===== src/rtl/fan_gear_scheduler.sv =====
// Fan gear scheduler: press-driven target, ramped upshift, low-battery derate.
// Optional idle auto-off is built when FAN_SLEEP_TIMER_EN is defined.
module fan_gear_scheduler #(
    parameter int RAMP_TICKS  = 5,
    parameter int LOW_THRESH  = 20,
    parameter int HYST        = 5,
    parameter int SLEEP_TICKS = 600
) (
    input  logic       clk,
    input  logic       reset,
    input  logic       press,
    input  logic       tick_100ms,
    input  logic [7:0] battery,
    input  logic       charging,
    input  logic       battery_empty,
    output logic [1:0] state,
    output logic [1:0] target,
    output logic       ramping,
    output logic       derated,
    output logic       sleep_off
);

    localparam logic [7:0] RAMP_LAST = 8'(RAMP_TICKS - 1);
    localparam logic [7:0] LOW_LVL   = 8'(LOW_THRESH);
    localparam logic [7:0] REL_LVL   = 8'(LOW_THRESH + HYST);

    typedef enum logic [1:0] {
        G_OFF,
        G_RAMP,
        G_HOLD,
        G_DROP
    } gear_mode_t;

    function automatic logic [1:0] eff_of(
        input logic [1:0] tgt,
        input logic       der,
        input logic       empty
    );
        logic [1:0] e;
        if (empty)
            e = 2'd0;
        else if (der)
            e = (tgt != 2'd0) ? 2'd1 : 2'd0;
        else
            e = tgt;
        return e;
    endfunction

    gear_mode_t mode;
    logic [7:0] ramp_cnt;
    logic [1:0] eff;
    logic [1:0] eff_prev;
    logic [1:0] eff_nxt;
    logic [1:0] target_nxt;
    logic [1:0] state_nxt;
    logic       derated_nxt;
    logic       press_ok;
    logic       sleep_fire;
    logic       ramp_clr;
    logic       ramp_step;

    always_comb begin
        eff = eff_of(target, derated, battery_empty);
        if (state > eff)
            mode = G_DROP;
        else if (state < eff)
            mode = G_RAMP;
        else if (state == 2'd0)
            mode = G_OFF;
        else
            mode = G_HOLD;
    end

    always_comb begin
        press_ok = press && !battery_empty && !sleep_fire;
        if (battery_empty || sleep_fire)
            target_nxt = 2'd0;
        else if (press_ok)
            target_nxt = target + 2'd1;
        else
            target_nxt = target;

        if (charging || battery >= REL_LVL)
            derated_nxt = 1'b0;
        else if (battery < LOW_LVL)
            derated_nxt = 1'b1;
        else
            derated_nxt = derated;

        eff_nxt = eff_of(target_nxt, derated_nxt, battery_empty);
    end

    // Any target/cap change or higher-priority event restarts the step interval.
    always_comb begin
        ramp_clr = (mode != G_RAMP) || (eff != eff_prev) || press_ok
                || sleep_fire || battery_empty;
        ramp_step = !ramp_clr && tick_100ms && (ramp_cnt == RAMP_LAST);
        unique case (mode)
            G_DROP:  state_nxt = eff;
            G_RAMP:  state_nxt = ramp_step ? state + 2'd1 : state;
            default: state_nxt = state;
        endcase
    end

    always_ff @(posedge clk or posedge reset) begin
        if (reset) begin
            state    <= 2'd0;
            target   <= 2'd0;
            ramping  <= 1'b0;
            derated  <= 1'b0;
            eff_prev <= 2'd0;
            ramp_cnt <= 8'd0;
        end else begin
            state    <= state_nxt;
            target   <= target_nxt;
            ramping  <= state_nxt < eff_nxt;
            derated  <= derated_nxt;
            eff_prev <= eff;
            if (ramp_clr || ramp_step)
                ramp_cnt <= 8'd0;
            else if (tick_100ms)
                ramp_cnt <= ramp_cnt + 8'd1;
        end
    end

`ifdef FAN_SLEEP_TIMER_EN
    localparam logic [15:0] SLEEP_LAST = 16'(SLEEP_TICKS - 1);

    logic [15:0] idle_cnt;

    assign sleep_fire = !battery_empty && (state != 2'd0) && tick_100ms
                     && (idle_cnt == SLEEP_LAST);

    always_ff @(posedge clk or posedge reset) begin
        if (reset) begin
            idle_cnt  <= 16'd0;
            sleep_off <= 1'b0;
        end else begin
            sleep_off <= sleep_fire;
            if (state == 2'd0 || press || sleep_fire)
                idle_cnt <= 16'd0;
            else if (tick_100ms)
                idle_cnt <= idle_cnt + 16'd1;
        end
    end
`else
    assign sleep_fire = 1'b0;
    // SLEEP_TICKS is at least 1, so this is a constant 0.
    assign sleep_off = (SLEEP_TICKS == 0);
`endif

endmodule


===== config.mk =====
export PLATFORM = sky130hd
export DESIGN_NAME = fan_gear_scheduler
export DESIGN_NICKNAME = d
export VERILOG_FILES = /design/src/rtl/fan_gear_scheduler.sv
export SDC_FILE = /design/constraint.sdc
export NUM_CORES = 1
export LEC_CHECK = 0
export BUFFER_PORTS_ARGS = -buffer_cell sky130_fd_sc_hd__buf_2
export CAP_MARGIN = 25
export CORE_MARGIN = 2
export CORE_UTILIZATION = 53
export DETAILED_ROUTE_END_ITERATION = 16
export GPL_TIMING_DRIVEN = 0
export HOLD_SLACK_MARGIN = 0.12
export PLACE_DENSITY = 0.89
export SLEW_MARGIN = 25
export SYNTH_ARGS = -nofsm -noshare
export SYNTH_HDL_FRONTEND = slang
export SYNTH_SLANG_ARGS = --single-unit

===== constraint.sdc =====
create_clock -name clk -period 3 [get_ports clk]
set_input_delay 0.6 -clock clk [delete_from_list [all_inputs] [get_ports clk]]
set_output_delay 0.6 -clock clk [all_outputs]
set_load 0.05 [all_outputs]

==> impl_metrics.json <==
{
  "outcome": "completed",
  "wire_per_inst_um": 12.6,
  "cp.required_ps": 3200,
  "port_buffers": 19,
  "final_core_util_pct": 67.4,
  "swShare_pct": 42.4,
  "cts_tree": "built",
  "p_leak_nw": 0.533,
  "core.rowCount": 15,
  "p_switching_mw": 0.315,
  "powerDensity_nw_per_um2": 632,
  "slew_headroom_pct": 60.2,
  "root_buffer": "clkbuf_4",
  "postRouteAntennaNets": 0,
  "worstMarginPinSlew_ps": 597,
  "final_design_area_no_fill_um2": 1180,
  "gp_congestion": 0.797,
  "peakVddDrop_mv": 0.503,
  "netlist_area_um2": 995,
  "drc": 0,
  "fin_worst_skew_ps": 5.37,
  "start_util_pct": 57.0,
  "clkSinkCount": 16,
  "clk_pin_slew_ps": 100,
  "crit_type": "register to register",
  "grt_max_degree": 17,
  "synth_seq_area_share_pct": 40.3,
  "ys_warn_count": 0,
  "r2r_end": "ramping",
  "syn_inst": 101,
  "n_antenna_cell": 0,
  "pin_count": 21,
  "worst_hold_path_type": "primary input to asynchronous set/reset pin",
  "grt_pass1_wl_um": 2960,
  "reg2reg_depth": 11,
  "placed_area_um2": 1120,
  "layout-drive-gt1-share_pct": 34.1,
  "avgSynthCellArea_um2": 9.85,
  "setup_violations": 0,
  "layout_commonest_cell": "buf_2",
  "design.die.area_um2": 2240,
  "cap_violations": 0,
  "viasPerCell": 5.13,
  "yosysTopAreaCell": "dfrtp_1",
  "yosysUniqueCellTypes": 33,
  "grt_setup_unrepaired": "no",
  "grt-ovfl-total": 0,
  "grt_usage_pct": 19.5,
  "post-route-min-period_ps": 2800,
  "syn_to_final_growth_pct": 18.2,
  "crit_fanout": 6,
  "internal_power_mw": 0.429,
  "fill_cells": 132,
  "vias": 775,
  "yosys_register_bits": 16,
  "die-height_um": 47.3,
  "drt-initial-drc-count": 5,
  "startpoint_type": "register",
  "clkPwrFrac_pct": 15.8,
  "rrSetupSlack_ps": 200,
  "h-tree-depth": 1,
  "hpwl_um": 1560,
  "fmax_mhz": 357,
  "r2r-start": "derated",
  "synthTopCellsByArea": "dfrtp_1 40%, ha_1 7.5%, nor2_1 5.3%",
  "cts_max_path_buffers": 2,
  "coreArea_um2": 1750,
  "pwr-share-seq_pct": 35.0,
  "cts_hold_buf": 0,
  "drv_slew": 0,
  "dr.pass1.iters": 4,
  "grt_antenna_before_repair": 0,
  "clk_latency_ps": 280,
  "period_share_pct": 93.4,
  "crit_arrival_ps": 3000,
  "final_cell_mix": "19 x buf_2, 13 x nor2_1, 13 x dfrtp_1",
  "die_w_um": 47.3,
  "hold_viol": 0,
  "synthesis.nets": 121,
  "final_nets": 147,
  "synth_top_area_share_pct": 40.3,
  "grt_pass1_vias": 698,
  "wl_um": 1910,
  "p_comb_share_pct": 49.2,
  "p_total_mw": 0.744,
  "end_kind": "register",
  "numCtsBuffers": 3
}
[critical path, stage by stage, from the launching register on]
cell and delay (ps):
dfrtp_2 460, nand2b_1 190, nor2_2 110, inv_1 80
ha_2 300, a2111oi_4 370, o2111a_2 270, nor3_1 60
a211oi_2 200, ha_1 290, nor2b_1 150, a221oi_2 220
[layer usage]
metal	wire, µm	global-route usage, %
met2	992	32.2
met3	71	3.08
met1	825	24.6
met5	0	0
met4	20	10.0
[area by class of cell]
cell class | instances | area, µm² | area share [%]
buffer | 1 | 7.51 | 0.638
sequential | 16 | 404 | 34.4
clock buffer | 4 | 26.3 | 2.23
tap | 25 | 31.3 | 2.66
inverter | 11 | 41.3 | 3.51
multi-input combinational | 73 | 556 | 47.2
timing repair buffer | 21 | 110 | 9.36
[per-stage QoR]
| stage | setup TNS (ps) | setup slack, ps | instances | hold slack [ps] |
|---|---|---|---|---|
| floorplan | 0 | 22.6 | 101 | 497 |
| finish | 0 | 198 | 151 | 368 |
| global route | 0 | 23.0 | 151 | 419 |
| detailed placement | -82.3 | -82.3 | 145 | 540 |
| global placement | -15.3 | -15.3 | 145 | 522 |
| CTS | 0 | 52.6 | 151 | 382 |
[worst max-delay path by stage]
stage	end	cells past startpoint	startpoint	slack [ps]
5_1_grt	ramping	11	derated	20
3_5_place_dp	ramping	11	battery_empty	-80
3_3_place_gp	ramping	11	battery_empty	-20
6_report	ramping	11	derated	200
4_1_cts	ramping	11	derated	50
2_1_floorplan	ramping	11	derated	20
[registers in the layout, summed over array words and instances (netlist names)]
signal	cells
eff_prev	2
ramping	1
derated	1
state	2
target	2
ramp_cnt	8
[synthesized netlist by cell type (all sizes together)]
library cell  instances
ha                    6
mux2i                 2
a31oi                 1
conb                  1
and4                  2
a211oi                3
o2111a                1
or2                   2
nand2b                2
inv                  11
a2111oi               1
xnor2                 4
dfrtp                16
nand4b                1
xor2                  5
buf                   1
o21ai                 2
nor4                  2
and2                  3
nand2                 6
nor2b                 2
nor3                  1
o2111ai               1
and3                  3
nand3                 3
or3b                  1
nor2                 14
a221oi                1
a21oi                 3
[cells by family (layout without fill, tap and decap cells)]
| family | count (synthesis) | count (layout) | share of synthesized area (%) |
|---|---|---|---|
| xor gates and xnor gates | 9 | 9 | 7.92 |
| and+or+nand+nor | 42 | 42 | 23.0 |
| AOI/OAI and AO/OA | 13 | 13 | 14.0 |
| other | 1 | 1 | 0.377 |
| DFF | 16 | 16 | 40.3 |
| buffers and inverters | 12 | 37 | 4.91 |
| muxes | 2 | 2 | 2.01 |
| adders and majority gates | 6 | 6 | 7.55 |
[timing repair]
item / in CTS / in global routing
buffers inserted: 2 / 0
resized for setup: 0 / 4
hold endpoints to repair: 0 / 0
endpoints found under the setup margin: 1 / 1
pin swaps: 2 / 2
[power by group through the flow]
stage	combinational [mW]	sequential (mW)	clock, mW
final	0.366	0.260	0.117
after global routing	0.395	0.265	0.133
after CTS	0.364	0.259	0.118
after detailed placement	0.359	0.264	0
after global placement	0.338	0.264	0
after floorplan	0.207	0.338	0
Note: power is estimated with default switching activity, not from simulation.
